==> src/rtl/spi_eeprom_reader_pkg.sv <==
// Shared SPI EEPROM definitions: opcodes and FSM state encoding, reused by reader/writer blocks.
package spi_eeprom_reader_pkg;

  localparam logic [7:0] SPI_OP_READ  = 8'h03;
  localparam logic [7:0] SPI_OP_RDSR  = 8'h05;
  localparam logic [7:0] SPI_OP_WREN  = 8'h06;
  localparam logic [7:0] SPI_OP_WRITE = 8'h02;

  typedef enum logic [2:0] {
    S_IDLE     = 3'd0,
    S_CS_SETUP = 3'd1,
    S_CMD      = 3'd2,
    S_ADDR     = 3'd3,
    S_DATA     = 3'd4,
    S_CS_HOLD  = 3'd5,
    S_FIN      = 3'd6
  } spi_state_e;

endpackage

==> src/rtl/spi_shift_byte.sv <==
// SPI mode-0 bit engine: CLK_DIV-timed SCK, 8-bit MSB-first shift out/in.
// byte_done marks the cycle whose edge drops SCK after the 8th sample; the
// caller answers on that edge with load (continue with tx_byte) or not (stop).
module spi_shift_byte #(
  parameter int CLK_DIV = 1
) (
  input  logic       clk,
  input  logic       rst_n,
  input  logic       load,
  input  logic [7:0] tx_byte,
  input  logic       stall,
  input  logic       so,
  output logic       sck,
  output logic       si,
  output logic [7:0] rx_byte,
  output logic       byte_done
);

  localparam logic [15:0] DIV_LAST = 16'(CLK_DIV - 1);

  logic        active;
  logic        sck_q;
  logic [15:0] div_cnt;
  logic [2:0]  bit_cnt;
  logic [7:0]  tx_sr;
  logic [7:0]  rx_sr;
  logic        phase_end;
  logic        rise;
  logic        fall;

  assign phase_end = (div_cnt == DIV_LAST);
  // Stall only holds the low phase, so a finished byte never gets clocked over.
  assign rise      = active & ~sck_q & phase_end & ~stall;
  assign fall      = active & sck_q & phase_end;
  assign byte_done = fall & (bit_cnt == 3'd7);

  // Control: SCK phase timing and bit counting
  always_ff @(posedge clk) begin
    if (!rst_n) begin
      active  <= 1'b0;
      sck_q   <= 1'b0;
      div_cnt <= '0;
      bit_cnt <= '0;
    end else if (!active) begin
      if (load) begin
        active  <= 1'b1;
        div_cnt <= '0;
        bit_cnt <= '0;
      end
    end else if (rise || fall) begin
      div_cnt <= '0;
      sck_q   <= ~sck_q;
      if (fall) begin
        bit_cnt <= bit_cnt + 3'd1;
        if (byte_done && !load) active <= 1'b0;
      end
    end else if (!phase_end) begin
      div_cnt <= div_cnt + 16'd1;
    end
  end

  // Data: SI changes on the falling edge, SO is captured on the rising edge
  always_ff @(posedge clk) begin
    if ((!active && load) || byte_done) tx_sr <= tx_byte;
    else if (fall)                      tx_sr <= {tx_sr[6:0], 1'b0};
    if (rise) rx_sr <= {rx_sr[6:0], so};
  end

  assign sck     = sck_q;
  assign si      = tx_sr[7];
  assign rx_byte = rx_sr;

endmodule

==> src/rtl/spi_eeprom_reader.sv <==
// 25AA512 sequential-read master: READ opcode, 16-bit address, then streams
// len bytes out through a one-register valid/ready buffer with SCK stall.
module spi_eeprom_reader
  import spi_eeprom_reader_pkg::*;
#(
  parameter int CLK_DIV    = 1,
  parameter int CSS_CYCLES = 1,
  parameter int CSH_CYCLES = 1
) (
  input  logic        clk,
  input  logic        rst_n,
  input  logic        start,
  input  logic [15:0] addr,
  input  logic [15:0] len,
  output logic        busy,
  output logic        done,
  output logic [7:0]  data,
  output logic        data_valid,
  input  logic        data_ready,
  output logic        flash_si,
  input  logic        flash_so,
  output logic        flash_sck,
  output logic        flash_cs_n,
  output logic        flash_wp_n,
  output logic        flash_hold_n
);

  spi_state_e  state, state_nxt;
  logic [15:0] addr_q;
  logic [15:0] rem;
  logic [15:0] wait_cnt;
  logic        addr_lo;
  logic        pending;
  logic        sh_load;
  logic [7:0]  sh_tx;
  logic        sh_sck;
  logic        sh_si;
  logic [7:0]  sh_rx;
  logic        sh_done;
  logic        wait_done;
  logic        space;
  logic        move;
  logic        last_byte;
  logic        done_set;
  logic        cs_n_c;
  logic        si_en;
  logic        accept;

  assign accept    = (state == S_IDLE) && start && (len != 16'd0);
  assign wait_done = (state == S_CS_SETUP) ? (wait_cnt == 16'(CSS_CYCLES - 1))
                                           : (wait_cnt == 16'(CSH_CYCLES - 1));
  assign space     = ~data_valid | data_ready;
  // A completed byte (fresh or parked) moves into data once the register frees up.
  assign move      = (state == S_DATA) && (sh_done || pending) && space;
  assign last_byte = (rem == 16'd1);

  spi_shift_byte #(.CLK_DIV(CLK_DIV)) u_shift (
    .clk       (clk),
    .rst_n     (rst_n),
    .load      (sh_load),
    .tx_byte   (sh_tx),
    .stall     (pending),
    .so        (flash_so),
    .sck       (sh_sck),
    .si        (sh_si),
    .rx_byte   (sh_rx),
    .byte_done (sh_done)
  );

  // State register
  always_ff @(posedge clk) begin
    if (!rst_n) state <= S_IDLE;
    else        state <= state_nxt;
  end

  // Next-state logic
  always_comb begin
    state_nxt = state;
    case (state)
      S_IDLE:     if (accept)                state_nxt = S_CS_SETUP;
      S_CS_SETUP: if (wait_done)             state_nxt = S_CMD;
      S_CMD:      if (sh_done)               state_nxt = S_ADDR;
      S_ADDR:     if (sh_done && addr_lo)    state_nxt = S_DATA;
      S_DATA:     if (move && last_byte)     state_nxt = S_CS_HOLD;
      S_CS_HOLD:  if (wait_done)             state_nxt = S_FIN;
      S_FIN:      if (!data_valid)           state_nxt = S_IDLE;
      default:                               state_nxt = S_IDLE;
    endcase
  end

  // Output decode: chip select, shifter byte feed, done request
  always_comb begin
    cs_n_c   = 1'b1;
    si_en    = 1'b0;
    sh_load  = 1'b0;
    sh_tx    = 8'h00;
    done_set = 1'b0;
    case (state)
      S_IDLE:     done_set = start && (len == 16'd0);
      S_CS_SETUP: begin cs_n_c = 1'b0; sh_load = wait_done; sh_tx = SPI_OP_READ; end
      S_CMD:      begin cs_n_c = 1'b0; si_en = 1'b1; sh_load = 1'b1; sh_tx = addr_q[15:8]; end
      S_ADDR:     begin
        cs_n_c  = 1'b0;
        si_en   = 1'b1;
        sh_load = 1'b1;
        sh_tx   = addr_lo ? 8'h00 : addr_q[7:0];
      end
      S_DATA:     begin cs_n_c = 1'b0; sh_load = ~last_byte; end
      S_CS_HOLD:  cs_n_c = 1'b0;
      S_FIN:      done_set = ~data_valid;
      default:    cs_n_c = 1'b1;
    endcase
  end

  // Control registers: wait timer, address byte select, output buffer handshake
  always_ff @(posedge clk) begin
    if (!rst_n) begin
      done       <= 1'b0;
      wait_cnt   <= '0;
      addr_lo    <= 1'b0;
      pending    <= 1'b0;
      data_valid <= 1'b0;
      data       <= 8'h00;
    end else begin
      done     <= done_set;
      wait_cnt <= (state_nxt != state) ? 16'd0 : wait_cnt + 16'd1;
      addr_lo  <= (state == S_ADDR) ? (addr_lo | sh_done) : 1'b0;
      if (move)                              pending <= 1'b0;
      else if ((state == S_DATA) && sh_done) pending <= 1'b1;
      if (move) begin
        data       <= sh_rx;
        data_valid <= 1'b1;
      end else if (data_ready) begin
        data_valid <= 1'b0;
      end
    end
  end

  // Transaction parameters captured on an accepted start
  always_ff @(posedge clk) begin
    if (accept) begin
      addr_q <= addr;
      rem    <= len;
    end else if (move) begin
      rem <= rem - 16'd1;
    end
  end

  assign busy         = (state != S_IDLE);
  assign flash_cs_n   = cs_n_c;
  assign flash_sck    = sh_sck;
  assign flash_si     = si_en & sh_si;
  assign flash_wp_n   = 1'b1;
  assign flash_hold_n = 1'b1;

endmodule
==> config.mk <==
export PLATFORM = sky130hd
export DESIGN_NAME = spi_eeprom_reader
export DESIGN_NICKNAME = d
export VERILOG_FILES = /design/src/rtl/spi_eeprom_reader_pkg.sv /design/src/rtl/spi_shift_byte.sv /design/src/rtl/spi_eeprom_reader.sv
export SDC_FILE = /design/constraint.sdc
export NUM_CORES = 1
export LEC_CHECK = 0
export ABC_AREA = 1
export BUFFER_PORTS_ARGS = -buffer_cell sky130_fd_sc_hd__buf_2
export CORE_MARGIN = 2
export CORE_UTILIZATION = 45
export DETAILED_ROUTE_END_ITERATION = 12
export SYNTH_ARGS = -nofsm -noshare
export SYNTH_HDL_FRONTEND = slang
export SYNTH_SLANG_ARGS = --single-unit
==> constraint.sdc <==
create_clock -name clk -period 3.8 [get_ports clk]
set_input_delay 0.19 -clock clk [delete_from_list [all_inputs] [get_ports clk]]
set_output_delay 0.19 -clock clk [all_outputs]
set_load 0.02 [all_outputs]
==> results.yml <==
run_status:
  outcome: "finished clean"
critical_path:
  critPathSlowestCell: "sky130_fd_sc_hd__dfxtp_1"
  critical_path.top_delay_family: "simple AND/OR/NAND/NOR gates"
  worstSetupStartpoint: "u_shift.active"
  crit_buf_inv: 1
  worst-endpoint-arrival_ps: 2590
  worst_r2r_startpoint: "u_shift.active"
  endpoint_kind: "flip-flop"
  crit_path_cell_trace: "nand2_1 > inv_1 > nand4_4 > nand2_1 > nand3_2 > nand2_1"
  worst_ep_required_time_ps: 3780
  critical_path_class: "flip-flop to flip-flop"
  critical_path.startpoint_type: "flip-flop"
  critical_path.most_common_cell: "sky130_fd_sc_hd__nand2_1"
  critical-path-max-stage-delay_ps: 710
  crit_path_max_fanout: 19
global_routing:
  grt_use_met3: 0.0488
  first_global_vias: 3991
  top_usage_layer: "met2"
  met1_usage: 0.233
  initial_antenna_violation_count: 0
  fraction_of_met2_tracks_used_by_global_routing: 0.300
  grt_start_max_net_pins: 27
  global_route_total_overflow: 0
  globalRouteTotalUtil: 0.182
  grt_pass1_wl_mm: 18.1
clock_network:
  cts_buffer_depth: 2
  postCtsResizedCells: 0
  cts-buffers-inserted: 9
  clock_root_buffer: "sky130_fd_sc_hd__clkbuf_16"
  clock_sink_count: 100
  insertion_delay_ps: 350
  clk_transition_reported_paths_ps: 70
  tritoncts: "yes"
  cts.hold.buffers_added: 5
  htree_num_levels: 3
  postCtsSetupRepairBufs: 0
synth:
  yosys_warnings: 0
  synthTopCellsByCount: "sky130_fd_sc_hd__nand2_1, sky130_fd_sc_hd__nor2_1, sky130_fd_sc_hd__inv_1"
  ys_seq_elements: 100
  netlist_instances: 594
  synthArstFlopShare: 0
  synth_edf_count: 48
  synth_seq_area_share: 0.487
  dominantRegCellSynth: "sky130_fd_sc_hd__dfxtp_1"
  biggest_area_consumer_among_synthesized_cells: "sky130_fd_sc_hd__edfxtp_1"
  post-synth-top-area-fraction: 0.283
  postSynthAreaPerCell_sq_um: 8.58
  synth_area_leaders: "sky130_fd_sc_hd__edfxtp_1, sky130_fd_sc_hd__dfxtp_1, sky130_fd_sc_hd__nand2_1, sky130_fd_sc_hd__nor2_1, sky130_fd_sc_hd__inv_1"
  post_syn_area_sq_mm: 0.00509
  synth_most_common_cell: "sky130_fd_sc_hd__nand2_1"
  library_cells_used_by_synthesis: 47
detailed_routing:
  route.antenna.remaining_nets: 0
  totalWireLength_mm: 10.8
  initialDrtViolationCount: 273
  route.detailed.vias_per_inst: 5.09
  number_of_remaining_drc_errors: 0
  detail_route.wl_per_cell_microns: 13.6
  drt_first_pass_iters: 4
  routed-via-count: 4037
timing:
  clock-skew-final_ps: 9.04
  grt_setup_unrepaired: "false"
  slew-limit-headroom: 0.377
  slew_viol_final: 0
  fmax_mhz: 383
  final_count_of_hold_timing_violations: 0
  final.min_clock_period_ps: 2610
  worst_slew_pin_slew_ps: 933
  crit_share_post_route: 0.687
  tns_ps: 0
  final-setup-viol-count: 0
pwr:
  fraction_of_power_consumed_by_the_clock_network: 0.332
  p_comb_frac: 0.202
  total_leakage_power_uw: 0.00229
  switching_share: 0.307
  max-vdd-ir-drop_v: 0.000317
  totalPowerFinal_uw: 2990
  power.net_switching_uw: 918
  total_power_per_unit_cell_area_mw_per_mm2: 513
  cellInternalPower_uw: 2070
  power.share.sequential: 0.466
flow_run:
  max_capacitance_violation_count: 0
layout:
  insertedDiodeCount: 0
  area.growth.synth_to_final_pct: 14.2
  final_layout_size_suffix_gt1_frac: 0.175
  layout.nets: 693
placed_design:
  place_hpwl_mm: 7.72
  port_buffers: 50
  gp_routability_congestion: 0.861
floorplanning:
  die_h_microns: 110
  die_ar_sq_mm: 0.0122
  top_level_ports: 53
  initial_utilization: 0.466
  dieWidth_microns: 110
  placement_rows: 38
  core_sq_mm: 0.0109
hold_path:
  hp-class: "input port to flip-flop"
  hold_path_startpoint: "addr[8]"
-- power groups by stage --
stage               clock (uW)  sequential [uW]  combinational [uW]
CTS                       1020             1390                 609
detailed placement           0             1420                 602
global route              1060             1410                 686
finish                     991             1390                 605
global placement             0             1410                 593
floorplan                    0             1390                 480
-- routing by layer --
metal,wire length (microns),up-vias
met5,0,-
li1,-,2078
met3,464,13
met2,5070,88
met4,184,0
met1,5070,1858
-- final timing paths --
| path | slack, ps | depth (start not counted) | to |
|---|---|---|---|
| setup / recovery | 1190 | 6 | rem[0] |
| hold / removal | 10 | 1 | addr_q[8] |
| setup reg to reg | 1190 | 6 | rem[0] |
| hold reg to reg | 440 | 2 | data[3] |
-- per-stage QoR --
stage	setup slack, ps	hold slack, ps	area (sq um)	utilization	std cells
after detailed placement	1160	368	5430	0.496	770
after global routing	976	1.99	5820	0.532	793
after CTS	1170	0.159	5800	0.530	791
final	1190	13.3	5820	0.532	793
after global placement	1260	368	5430	0.496	770
after floorplan	1690	289	5100	-	595
-- state kept, by name, indices dropped and copies added (netlist names), 8 cells and up --
register	cells
rem	16
u_shift.rx_byte	8
wait_cnt	16
u_shift.div_cnt	16
data	8
addr_q	16
u_shift.tx_sr	8
-- cells by family after synthesis --
group / Yosys count / synth area share
AND/OR/NAND/NOR: 290 / 0.280
flip-flops: 100 / 0.487
AO/OA/AOI/OAI: 86 / 0.0982
buffers and inverters: 84 / 0.0707
XOR/XNOR: 25 / 0.0430
adder cells (fa/ha/maj): 8 / 0.0196
other: 1 / 0.000736
-- cell type report --
type / instances / area, sq um
fill: 1066 / 5110
sequential: 100 / 2480
multi-input combinational: 411 / 2260
timing repair buffer: 58 / 328
inverter: 68 / 255
clock buffer: 9 / 225
tap: 140 / 175
clock inverter: 7 / 98.8
-- layout by cell type (no fill, tap or decap), types with 8 or more instances in the layout --
cell,instances
sky130_fd_sc_hd__nor2_1,73
sky130_fd_sc_hd__inv_1,63
sky130_fd_sc_hd__xor2_1,18
sky130_fd_sc_hd__nor2_2,9
sky130_fd_sc_hd__dfxtp_1,52
sky130_fd_sc_hd__buf_2,50
sky130_fd_sc_hd__a21oi_1,30
sky130_fd_sc_hd__nand2_1,106
sky130_fd_sc_hd__ha_1,8
sky130_fd_sc_hd__edfxtp_1,48
sky130_fd_sc_hd__o21ai_0,25
sky130_fd_sc_hd__a31oi_1,8
sky130_fd_sc_hd__clkbuf_16,9
sky130_fd_sc_hd__nor2_4,12
sky130_fd_sc_hd__nor3_1,12
sky130_fd_sc_hd__nand4_1,9
sky130_fd_sc_hd__nand3_1,42
Power figures use the tool's default switching activity.
